===== src/rtl/video_source_router.sv =====
// video_source_router: routes any of NUM_SOURCES ADC pixel FIFOs to frame-aligned bg/fg consumers.
// Unselected FIFOs are drained every cycle so they never overflow.
module video_source_router #(
    parameter int NUM_SOURCES = 2,
    parameter int PRECISION   = 11,
    parameter int PIXEL_SIZE  = 16,
    parameter int SEL_WIDTH   = 3,
    parameter int WORD_W      = 2*PRECISION+PIXEL_SIZE
) (
    input  logic                          clk,
    input  logic                          rst,
    input  logic [NUM_SOURCES*WORD_W-1:0] src_data,
    input  logic [NUM_SOURCES-1:0]        src_empty,
    output logic [NUM_SOURCES-1:0]        src_read,
    input  logic [SEL_WIDTH-1:0]          bg_sel,
    input  logic [SEL_WIDTH-1:0]          fg_sel,
    output logic [WORD_W-1:0]             bg_data,
    output logic                          bg_valid,
    input  logic                          bg_ready,
    output logic [WORD_W-1:0]             fg_data,
    output logic                          fg_valid,
    input  logic                          fg_ready,
    output logic                          bg_locked,
    output logic                          fg_locked,
    output logic [15:0]                   bg_discard_cnt,
    output logic [15:0]                   fg_discard_cnt
);
    typedef enum logic {SYNC, RUN} state_t;
    state_t                 state [2];
    state_t                 state_next [2];
    logic [SEL_WIDTH-1:0]   sel [2];
    logic [SEL_WIDTH-1:0]   active [2];
    logic [WORD_W-1:0]      data [2];
    logic [WORD_W-1:0]      head [2];
    logic [15:0]            cnt [2];
    logic [NUM_SOURCES-1:0] own [2];
    logic                   valid [2];
    logic                   ready [2];
    logic                   can [2];
    logic                   stable [2];
    logic                   pop [2];
    logic                   start [2];
    logic                   load [2];
    assign sel[0]         = bg_sel;
    assign sel[1]         = fg_sel;
    assign ready[0]       = bg_ready;
    assign ready[1]       = fg_ready;
    assign bg_data        = data[0];
    assign fg_data        = data[1];
    assign bg_valid       = valid[0];
    assign fg_valid       = valid[1];
    assign bg_locked      = state[0] == RUN;
    assign fg_locked      = state[1] == RUN;
    assign bg_discard_cnt = cnt[0];
    assign fg_discard_cnt = cnt[1];
    // An output owns a source only while its select is stable; out-of-range selects own nothing.
    always_comb begin
        src_read = '0;
        for (int o = 0; o < 2; o++) begin
            stable[o] = sel[o] == active[o];
            can[o]    = ~valid[o] | ready[o];
            head[o]   = '0;
            own[o]    = '0;
            for (int s = 0; s < NUM_SOURCES; s++) begin
                own[o][s] = stable[o] && active[o] == SEL_WIDTH'(s);
                if (own[o][s]) head[o] = src_data[s*WORD_W +: WORD_W];
            end
        end
        for (int s = 0; s < NUM_SOURCES; s++)
            src_read[s] = ~src_empty[s] & (~own[0][s] | can[0]) & (~own[1][s] | can[1]);
        for (int o = 0; o < 2; o++) begin
            pop[o]        = |(own[o] & src_read);
            start[o]      = head[o][WORD_W-1 -: 2*PRECISION] == '0;
            load[o]       = pop[o] && (state[o] == RUN || start[o]);
            state_next[o] = !stable[o] ? SYNC : (pop[o] && start[o]) ? RUN : state[o];
        end
    end
    always_ff @(posedge clk) begin
        if (rst) state <= '{SYNC, SYNC};
        else     state <= state_next;
    end
    always_ff @(posedge clk) begin
        for (int o = 0; o < 2; o++) begin
            active[o] <= sel[o];
            if (rst) begin
                valid[o] <= 1'b0;
                data[o]  <= '0;
                cnt[o]   <= '0;
            end else begin
                valid[o] <= load[o] | (valid[o] & ~ready[o]);
                if (load[o]) data[o] <= head[o];
                if (!stable[o]) cnt[o] <= '0;
                else if (pop[o] && state[o] == SYNC && !start[o] && cnt[o] != 16'hFFFF) cnt[o] <= cnt[o] + 16'd1;
            end
        end
    end
endmodule


===== config.mk =====
export PLATFORM = sky130hd
export DESIGN_NAME = video_source_router
export DESIGN_NICKNAME = d
export VERILOG_FILES = /design/src/rtl/video_source_router.sv
export SDC_FILE = /design/constraint.sdc
export NUM_CORES = 1
export LEC_CHECK = 0
export CORE_ASPECT_RATIO = 1.2
export CORE_UTILIZATION = 64
export CTS_BUF_LIST = sky130_fd_sc_hd__clkbuf_8 sky130_fd_sc_hd__clkbuf_16
export CTS_CLUSTER_SIZE = 10
export DETAILED_ROUTE_END_ITERATION = 8
export DONT_BUFFER_PORTS = 1
export GPL_ROUTABILITY_DRIVEN = 0
export PLACE_DENSITY = 0.8
export SKIP_CTS_REPAIR_TIMING = 1
export SYNTH_ARGS = -nofsm -noshare
export SYNTH_HDL_FRONTEND = slang
export SYNTH_SLANG_ARGS = --single-unit

===== constraint.sdc =====
create_clock -name clk -period 4.5 [get_ports clk]
set_clock_uncertainty 0.05 [all_clocks]
set_input_delay 0.45 -clock clk [delete_from_list [all_inputs] [get_ports clk]]
set_output_delay 0.45 -clock clk [all_outputs]
set_load 0.05 [all_outputs]

======== After elaboration in Yosys (flattened, before gate mapping) ========
Memories as Yosys holds them, arrays and structs flattened.
Cells that the tools add are included.
storage, ports and cells
  register bits after elaboration ......... 2
  RAM bits ................................ 116
  output and inout bits ................... 114
  logic and storage cells ................. 113
  memories ................................ 4
operators by class
  $add $sub $neg .......................... 2
  equal/unequal tests ..................... 6
  mux-type cells .......................... 35
  bitwise logic cells ..................... 38
  reductions and logical operators ........ 26
memories
  memory  depth  width  read ports  clocked after memory_dff  wr ports  line  RTL
  data    2      38     2           0                         2         33    logic [WORD_W-1:0] data [2];
  cnt     2      16     2           0                         2         35    logic [15:0] cnt [2];
  active  2      3      2           0                         2         32    logic [SEL_WIDTH-1:0] active [2];
  valid   2      1      2           0                         2         37    logic valid [2];
operator list
  kind                                                             count
  38-bit 2-to-1 mux                                                6
  16-bit 2-to-1 mux                                                4
  22-bit logical NOT                                               2
  16-bit by 1-bit adder with 16-bit output, second input constant  2
  16-bit inequality test, second input constant                    2
  1-bit 2-to-1 mux                                                 25
  1-bit bitwise OR                                                 16
  1-bit logical AND                                                14
  1-bit NOT                                                        14
  2-bit OR reduction                                               4
  1-bit bitwise AND                                                6
  3-bit by 1-bit == test with 1-bit output, second input constant  2
  3-bit == test                                                    2
  3-bit logical NOT                                                2
  2-bit bitwise AND                                                2
  1-bit logical NOT                                                2
  1-bit logical OR                                                 2

======== Longest topological paths before layout ========
Gate-level depths: netlist of run 1.
  depth after elaboration ................. 16
  depth in mapped cells ................... 8

======== Least setup slack after synthesis of run 1 ========
OpenSTA, ideal clock, no wires.
  path kind ............................... input to register
  start point ............................. input bg_sel[1]
  end point ............................... memory cnt[0][0] (enable)
  arrival ................................. 3.194 ns
  required time ........................... 4.036 ns
  path slack .............................. 0.842 ns
  stages .................................. 7
  cell sequence ........................... or4_1 -> clkbuf_1 -> nor3_1 -> a22o_1 -> nand3_2 -> buf_1 -> o31ai_1
RTL lines
  element          line  RTL
  start, declared  15    input logic [SEL_WIDTH-1:0] bg_sel,
  end, declared    35

==> results.tsv, run 1 <==
stage	metric	value	unit
sta	finalSetupTns	0	ns
clock_network	clk_pin_slew	0.05	ns
sta	timing.max_slew.rel_slack	27.4	%
run	cap_violations	0	
power_and_ir_drop	power.density_cell_area	438	mW/mm2
power_and_ir_drop	worst_ir_drop_vdd	0.330	mV
yosys	post_synth_inst_count	494	
drt	drc	0	
drt	avgRoutedWirePerCell	25.2	um
yosys	mappedNetlistNets	584	
global_routing	vias_in_the_first_global_route	4411	
placed_design	placement.io_buffers	0	
cells_and_area	num-nets-final	577	
cells_and_area	syn2layout_area_growth	13.2	%
placed_design	detailedPlacementHpwl	10300	um
yosys	synth.lib_cells_used.distinct	44	
yosys	flop_and_latch_count_out_of_synthesis	118	
global_routing	globalRouteOverflowTotal	0	
clock_network	cts_max_level	4	
yosys	synth_area_per_cell	12.0	um2
clock_network	clockRootBuffer	sky130_fd_sc_hd__clkbuf_8	
floorplan	dieHeight	107	um
power_and_ir_drop	combinationalPowerShare	2.8	%
clock_network	cts-buffers-inserted	17	
sta	timing.final.setup_violations	0	
sta	share_of_the_clock_period_used_by_the_worst_path	74.5	%
yosys	ys_seq_area_share	58.3	%
placed_design	placedCellCount	581	
cells_and_area	final_layout_size_suffix_gt1_share	14.6	%
worst_setup_path	crit_fanout	36	
cells_and_area	antennaDiodeCount	0	
global_routing	grt_pass1_wl	23500	um
clock_network	clock_latency	0.53	ns
yosys	post_synth_instance_area	0.00591	mm2
power_and_ir_drop	p_sw_share	22.6	%
floorplan	dieArea	0.00962	mm2
floorplan	placementRows	38	
sta	clock.fmax	298	MHz
worst_setup_path	worst_ep_arrival_time	3.62	ns
worst_hold_path	worstHoldPathType	in -> reg	
drt	dr.pass1.iters	6	
drt	antenna_violating_nets_post_route	0	
yosys	netlist.top_cell.by_area	sky130_fd_sc_hd__edfxtp_1	
floorplan	initial_core_util	65.7	%
worst_setup_path	crit_path_end_kind	flip-flop	
power_and_ir_drop	power.switching	0.661	mW
yosys	synth_warnings	0	
clock_network	clock_tree_from_tritoncts	done	
drt	vias	4568	
floorplan	die_w	89.7	um
drt	viasPerCell	7.37	
sta	max_slew.worst_pin.slew	1.09	ns
yosys	number_of_synthesized_flops_with_an_enable_pin	108	
global_routing	antenna_found_initial	0	
floorplan	num_io_pins	202	
sta	timing_hold_violations_final	0	
worst_setup_path	setup.worst_path.class	reg -> reg	
yosys	post_synth_main_area_contributors	sky130_fd_sc_hd__edfxtp_1, sky130_fd_sc_hd__a22oi_1, sky130_fd_sc_hd__nor3_1	
global_routing	groute.usage.overall	32.4	%
clock_network	number_of_sinks_handled_by_clock_tree_synthesis	118	
sta	timing_max_transition_violations_final	0	
yosys	synth_top_cell_area_share	54.9	%
power_and_ir_drop	sequential_power_share	47.0	%
cells_and_area	layoutNonFillerInstCount	620	
power_and_ir_drop	p_clk_share	50.2	%
power_and_ir_drop	power.leakage	2.02	nW
drt	wl	15600	um
worst_setup_path	worst-endpoint-required	4.76	ns
run_status	status	finished, final reports clean	
yosys	synthArstFlopShare	0	%
worst_setup_path	worst_setup_path_start_kind	flip-flop	
power_and_ir_drop	internal_power	2.26	mW
sta	timing.final.crit_period	3.35	ns
sta	rsz0062_at_grt	false	
yosys	synth_ff_type	sky130_fd_sc_hd__edfxtp_1	
drt	drt-initial-drc-count	563	
clock_network	worst_case_clock_buffer_depth	2	
global_routing	largest_net_degree_at_the_start_of_global_routing	42	
floorplan	floorplan.core_area	0.00899	mm2
## layout by cell type, fill, tap and decap left out, types with 7 or more instances in the layout
| cell | synthesis | layout |
|---|---|---|
| sky130_fd_sc_hd__nor3_1 | 61 | 60 |
| sky130_fd_sc_hd__dlygate4sd3_1 | 0 | 7 |
| sky130_fd_sc_hd__nor3_2 | 20 | 21 |
| sky130_fd_sc_hd__and3_1 | 8 | 8 |
| sky130_fd_sc_hd__nand3_1 | 12 | 11 |
| sky130_fd_sc_hd__buf_4 | 1 | 11 |
| sky130_fd_sc_hd__nor2_1 | 11 | 10 |
| sky130_fd_sc_hd__nor4_1 | 37 | 37 |
| sky130_fd_sc_hd__nand4_1 | 7 | 7 |
| sky130_fd_sc_hd__a22oi_1 | 75 | 75 |
| sky130_fd_sc_hd__dfxtp_1 | 10 | 10 |
| sky130_fd_sc_hd__inv_1 | 4 | 7 |
| sky130_fd_sc_hd__edfxtp_1 | 108 | 108 |
| sky130_fd_sc_hd__nand2_1 | 14 | 14 |
| sky130_fd_sc_hd__clkbuf_16 | 0 | 16 |
| sky130_fd_sc_hd__xor2_1 | 20 | 20 |
| sky130_fd_sc_hd__xnor2_1 | 13 | 13 |
## power groups by stage
stage               sequential [mW]  clock (mW)  combinational (mW)
floorplan                      1.39           0              0.0580
global placement               1.40           0              0.0713
detailed placement             1.40           0              0.0734
CTS                            1.38        1.48              0.0743
global route                   1.38        1.52              0.0865
finish                         1.38        1.47              0.0806
## critical path, stage by stage (launching register included)
cell and delay [ns]:
sky130_fd_sc_hd__dfxtp_1 0.32, sky130_fd_sc_hd__or4_1 0.66, sky130_fd_sc_hd__nor2_4 0.42, sky130_fd_sc_hd__a22o_1 0.27, sky130_fd_sc_hd__nand3_2 0.53, sky130_fd_sc_hd__buf_4 0.50, sky130_fd_sc_hd__nor4b_1 0.38
## registers in the layout (all words and copies together), names as in the netlist
| name | count |
|---|---|
| cnt | 32 |
| active | 6 |
| valid | 2 |
| fg_locked | 1 |
| data | 76 |
| bg_locked | 1 |
## area by class of cell
type	count	area [um2]
multi-input cells	328	2270
well taps	120	150
repair buffers	18	153
fillers	587	2300
clock buffers	21	469
flip-flops and latches	118	3440
clock inverters	11	181
inverters	4	15.0
## metrics by stage
| stage | hold slack, ns | utilization, % | cell area [um2] | power, mW | worst slack (ns) |
|---|---|---|---|---|---|
| after global placement | 0.428 | 66.4 | 5970 | 1.47 | 1.20 |
| after global routing | 0.0744 | 74.4 | 6690 | 2.99 | 0.993 |
| after CTS | -0.129 | 73.6 | 6620 | 2.93 | 1.19 |
| after detailed placement | 0.428 | 66.4 | 5970 | 1.47 | 1.09 |
| after floorplan | 0.428 | - | 5910 | 1.45 | 0.842 |
| final | 0.0819 | 74.4 | 6690 | 2.93 | 1.15 |
## cells in the mapped netlist (all sizes together) (7+ instances only)
library cell,count
nor3,81
and3,8
nand3,13
dfxtp,10
a22oi,75
nor4,38
nor2,11
xor2,20
buf,22
clkbuf,22
edfxtp,108
nand4,7
nand2,15
xnor2,13
## per-layer routing
metal | global-route usage [%] | vias up | wire length, um
met5 | 0 | - | 0
met4 | 16.6 | 0 | 615
met3 | 13.8 | 63 | 1640
met2 | 51.7 | 330 | 7810
met1 | 37.5 | 2212 | 5550
li1 | - | 1963 | -
## cells by family after synthesis
| group | Yosys count | synth area share [%] |
|---|---|---|
| AND/OR/NAND/NOR | 199 | 20.5 |
| flip-flops | 118 | 58.3 |
| AO/OA/AOI/OAI | 94 | 12.0 |
| buffers and inverters | 48 | 3.92 |
| XOR/XNOR | 33 | 4.89 |
| adder cells (fa/ha/maj) | 2 | 0.423 |
## worst paths after layout
path,from,end,slack [ns],depth (start not counted)
worst min-delay path,rst,bg_locked,0.08,2
worst min register to register,active[0][2],bg_locked,0.63,3
worst max register to register,active[0][1],cnt[0][1],1.15,6
worst max-delay path,active[0][1],cnt[0][1],1.15,6
Note: power is estimated with default switching activity, not from simulation.
==> inputs of run 2 (changes only) <==
Clock period 4.5 ns to 3.3 ns, I/O delays scaled along.
==> run 2 against run 1 <==
Against the previous run:
- first-iteration DRC count increased by 15%
- flip-flop and latch count unchanged
- die area unchanged
- core utilization grew 1.4 points
- non-clock buffer count is 21 higher
- register-to-register slack worse by 0.63 ns
- global-route usage is 0.95 points higher
- worst hold slack worse by 0.048 ns
- largest cell class unchanged
- wire length grew 4.3%
- critical path depth stayed put
==> results.tsv, run 2 (same netlist as run 1, synthesis figures left out) <==
stage	metric	value	unit
cells_and_area	biggest_regs	data x76, cnt x32, active x6	
worst_setup_path	crit_fanout	38	
floorplan	dieHeight	107	um
sta	timing.final.crit_period	2.78	ns
global_routing	globalRouteOverflowTotal	0	
drt	vias	4785	
cells_and_area	final_layout_size_suffix_gt1_share	18.0	%
global_routing	grt_use_met3	13.3	%
worst_setup_path	worst-endpoint-required	3.46	ns
power_and_ir_drop	combinationalPowerShare	3.8	%
cells_and_area	syn2layout_area_growth	15.4	%
sta	timing.max_slew.rel_slack	32.7	%
floorplan	initial_core_util	65.7	%
drt	viasPerCell	7.46	
sta	share_of_the_clock_period_used_by_the_worst_path	84.2	%
sta	timing.final.setup_violations	0	
worst_setup_path	critical-path-slowest-cell	sky130_fd_sc_hd__a21oi_4	
clock_network	cts_max_level	4	
sta	finalSetupTns	0	ns
cells_and_area	antennaDiodeCount	0	
cells_and_area	regMostFlops	data	
power_and_ir_drop	p_sw_share	23.7	%
floorplan	dieArea	0.00962	mm2
global_routing	use_met2	55.7	%
cells_and_area	most-common-layout-cells	sky130_fd_sc_hd__edfxtp_1, sky130_fd_sc_hd__a22oi_1, sky130_fd_sc_hd__nor3_1	
global_routing	global_route.usage.met1	37.7	%
power_and_ir_drop	power.density_cell_area	565	mW/mm2
floorplan	num_io_pins	202	
cells_and_area	num-nets-final	598	
cells_and_area	final_core_utilization	75.9	%
global_routing	vias_in_the_first_global_route	4562	
drt	avgRoutedWirePerCell	25.4	um
power_and_ir_drop	power.leakage	2.11	nW
cells_and_area	layout_commonest_cell	sky130_fd_sc_hd__edfxtp_1	
drt	antenna_violating_nets_post_route	0	
clock_network	worst_case_clock_buffer_depth	2	
power_and_ir_drop	power.switching	0.912	mW
floorplan	die_w	89.7	um
clock_network	clock_tree_from_tritoncts	done	
worst_setup_path	critPathBufInv	1	
power_and_ir_drop	worst_ir_drop_vdd	0.369	mV
worst_setup_path	critPathTopFamily	simple AND/OR/NAND/NOR gates	
global_routing	antenna_found_initial	0	
global_routing	grt_pass1_wl	24400	um
sta	timing_hold_violations_final	0	
global_routing	largest_net_degree_at_the_start_of_global_routing	39	
sta	timing_max_transition_violations_final	0	
clock_network	number_of_sinks_handled_by_clock_tree_synthesis	118	
drt	wl	16300	um
placed_design	placement.io_buffers	0	
drt	drt-initial-drc-count	649	
worst_setup_path	worst_ep_arrival_time	2.94	ns
power_and_ir_drop	internal_power	2.94	mW
drt	drc	0	
floorplan	placementRows	38	
run	cap_violations	0	
run_status	status	finished, final reports clean	
worst_hold_path	worstHoldPathType	in -> reg	
sta	clock.fmax	360	MHz
cells_and_area	largest_reg_flops	76	
worst_setup_path	setup.worst_path.class	reg -> reg	
global_routing	grt.busiest_layer	met2	
clock_network	clk_pin_slew	0.06	ns
clock_network	clockRootBuffer	sky130_fd_sc_hd__clkbuf_8	
sta	max_slew.worst_pin.slew	1.01	ns
floorplan	floorplan.core_area	0.00899	mm2
placed_design	detailedPlacementHpwl	10700	um
power_and_ir_drop	sequential_power_share	48.2	%
worst_setup_path	cp_cell_sequence	nor4_2 -> and2_1 -> o41ai_1 -> buf_4 -> a21oi_4 -> nor3_1	
drt	dr.pass1.iters	6	
global_routing	groute.usage.overall	33.4	%
worst_setup_path	critical_path.max_stage_delay	0.79	ns
clock_network	cts-buffers-inserted	17	
worst_setup_path	timing.reg2reg.setup_slack	0.52	ns
worst_setup_path	worst_setup_path_start_kind	flip-flop	
sta	rsz0062_at_grt	false	
clock_network	clock_latency	0.51	ns
worst_setup_path	crit_path_end_kind	flip-flop	
power_and_ir_drop	p_clk_share	48.1	%
## run 2: area by class of cell
class,instances,area [um2]
Clock buffer,21,469
Clock inverter,11,129
Fill cell,567,2170
Inverter,4,15.0
Multi-Input combinational cell,328,2270
Sequential cell,118,3440
Tap cell,120,150
Timing Repair Buffer,39,335
## run 2: per-stage QoR
| step | worst slack [ns] | cell area (um2) | std cells | power [mW] | hold slack (ns) |
|---|---|---|---|---|---|
| after CTS | 0.548 | 6750 | 634 | 3.84 | -0.231 |
| final | 0.521 | 6820 | 641 | 3.85 | 0.0341 |
| after global placement | 0.568 | 6150 | 602 | 2.02 | 0.308 |
| after floorplan | 0.116 | 5920 | 494 | 1.97 | 0.308 |
| after global routing | 0.288 | 6820 | 641 | 3.93 | 0.0443 |
| after detailed placement | 0.505 | 6150 | 602 | 2.02 | 0.308 |
## run 2: tightest hold or removal path, delay by kind of cell
kind,cells,cell delay [ns]
compound gates,1,0.06
simple gates,2,0.14
## run 2: layer usage
layer | part of all wire (%) | up-vias
li1 | - | 2013
met4 | 3.8 | 0
met2 | 51 | 407
met5 | 0 | -
met1 | 33 | 2286
met3 | 12 | 79
## run 2: path summary, 6_finish.rpt
path / start / endpoint / depth (start not counted)
worst max register to register: active[0][4] / data[1][37] / 6
worst max-delay path: active[0][4] / data[1][37] / 6
worst min-delay path: rst / fg_locked / 3
worst min register to register: bg_locked / bg_locked / 2
## run 2: power groups by stage
stage | Clock (mW) | Sequential, mW | Combinational (mW)
2_1_floorplan | 0 | 1.89 | 0.0797
3_3_place_gp | 0 | 1.88 | 0.132
3_5_place_dp | 0 | 1.89 | 0.135
4_1_cts | 1.85 | 1.86 | 0.136
5_1_grt | 1.91 | 1.86 | 0.155
6_report | 1.85 | 1.86 | 0.145
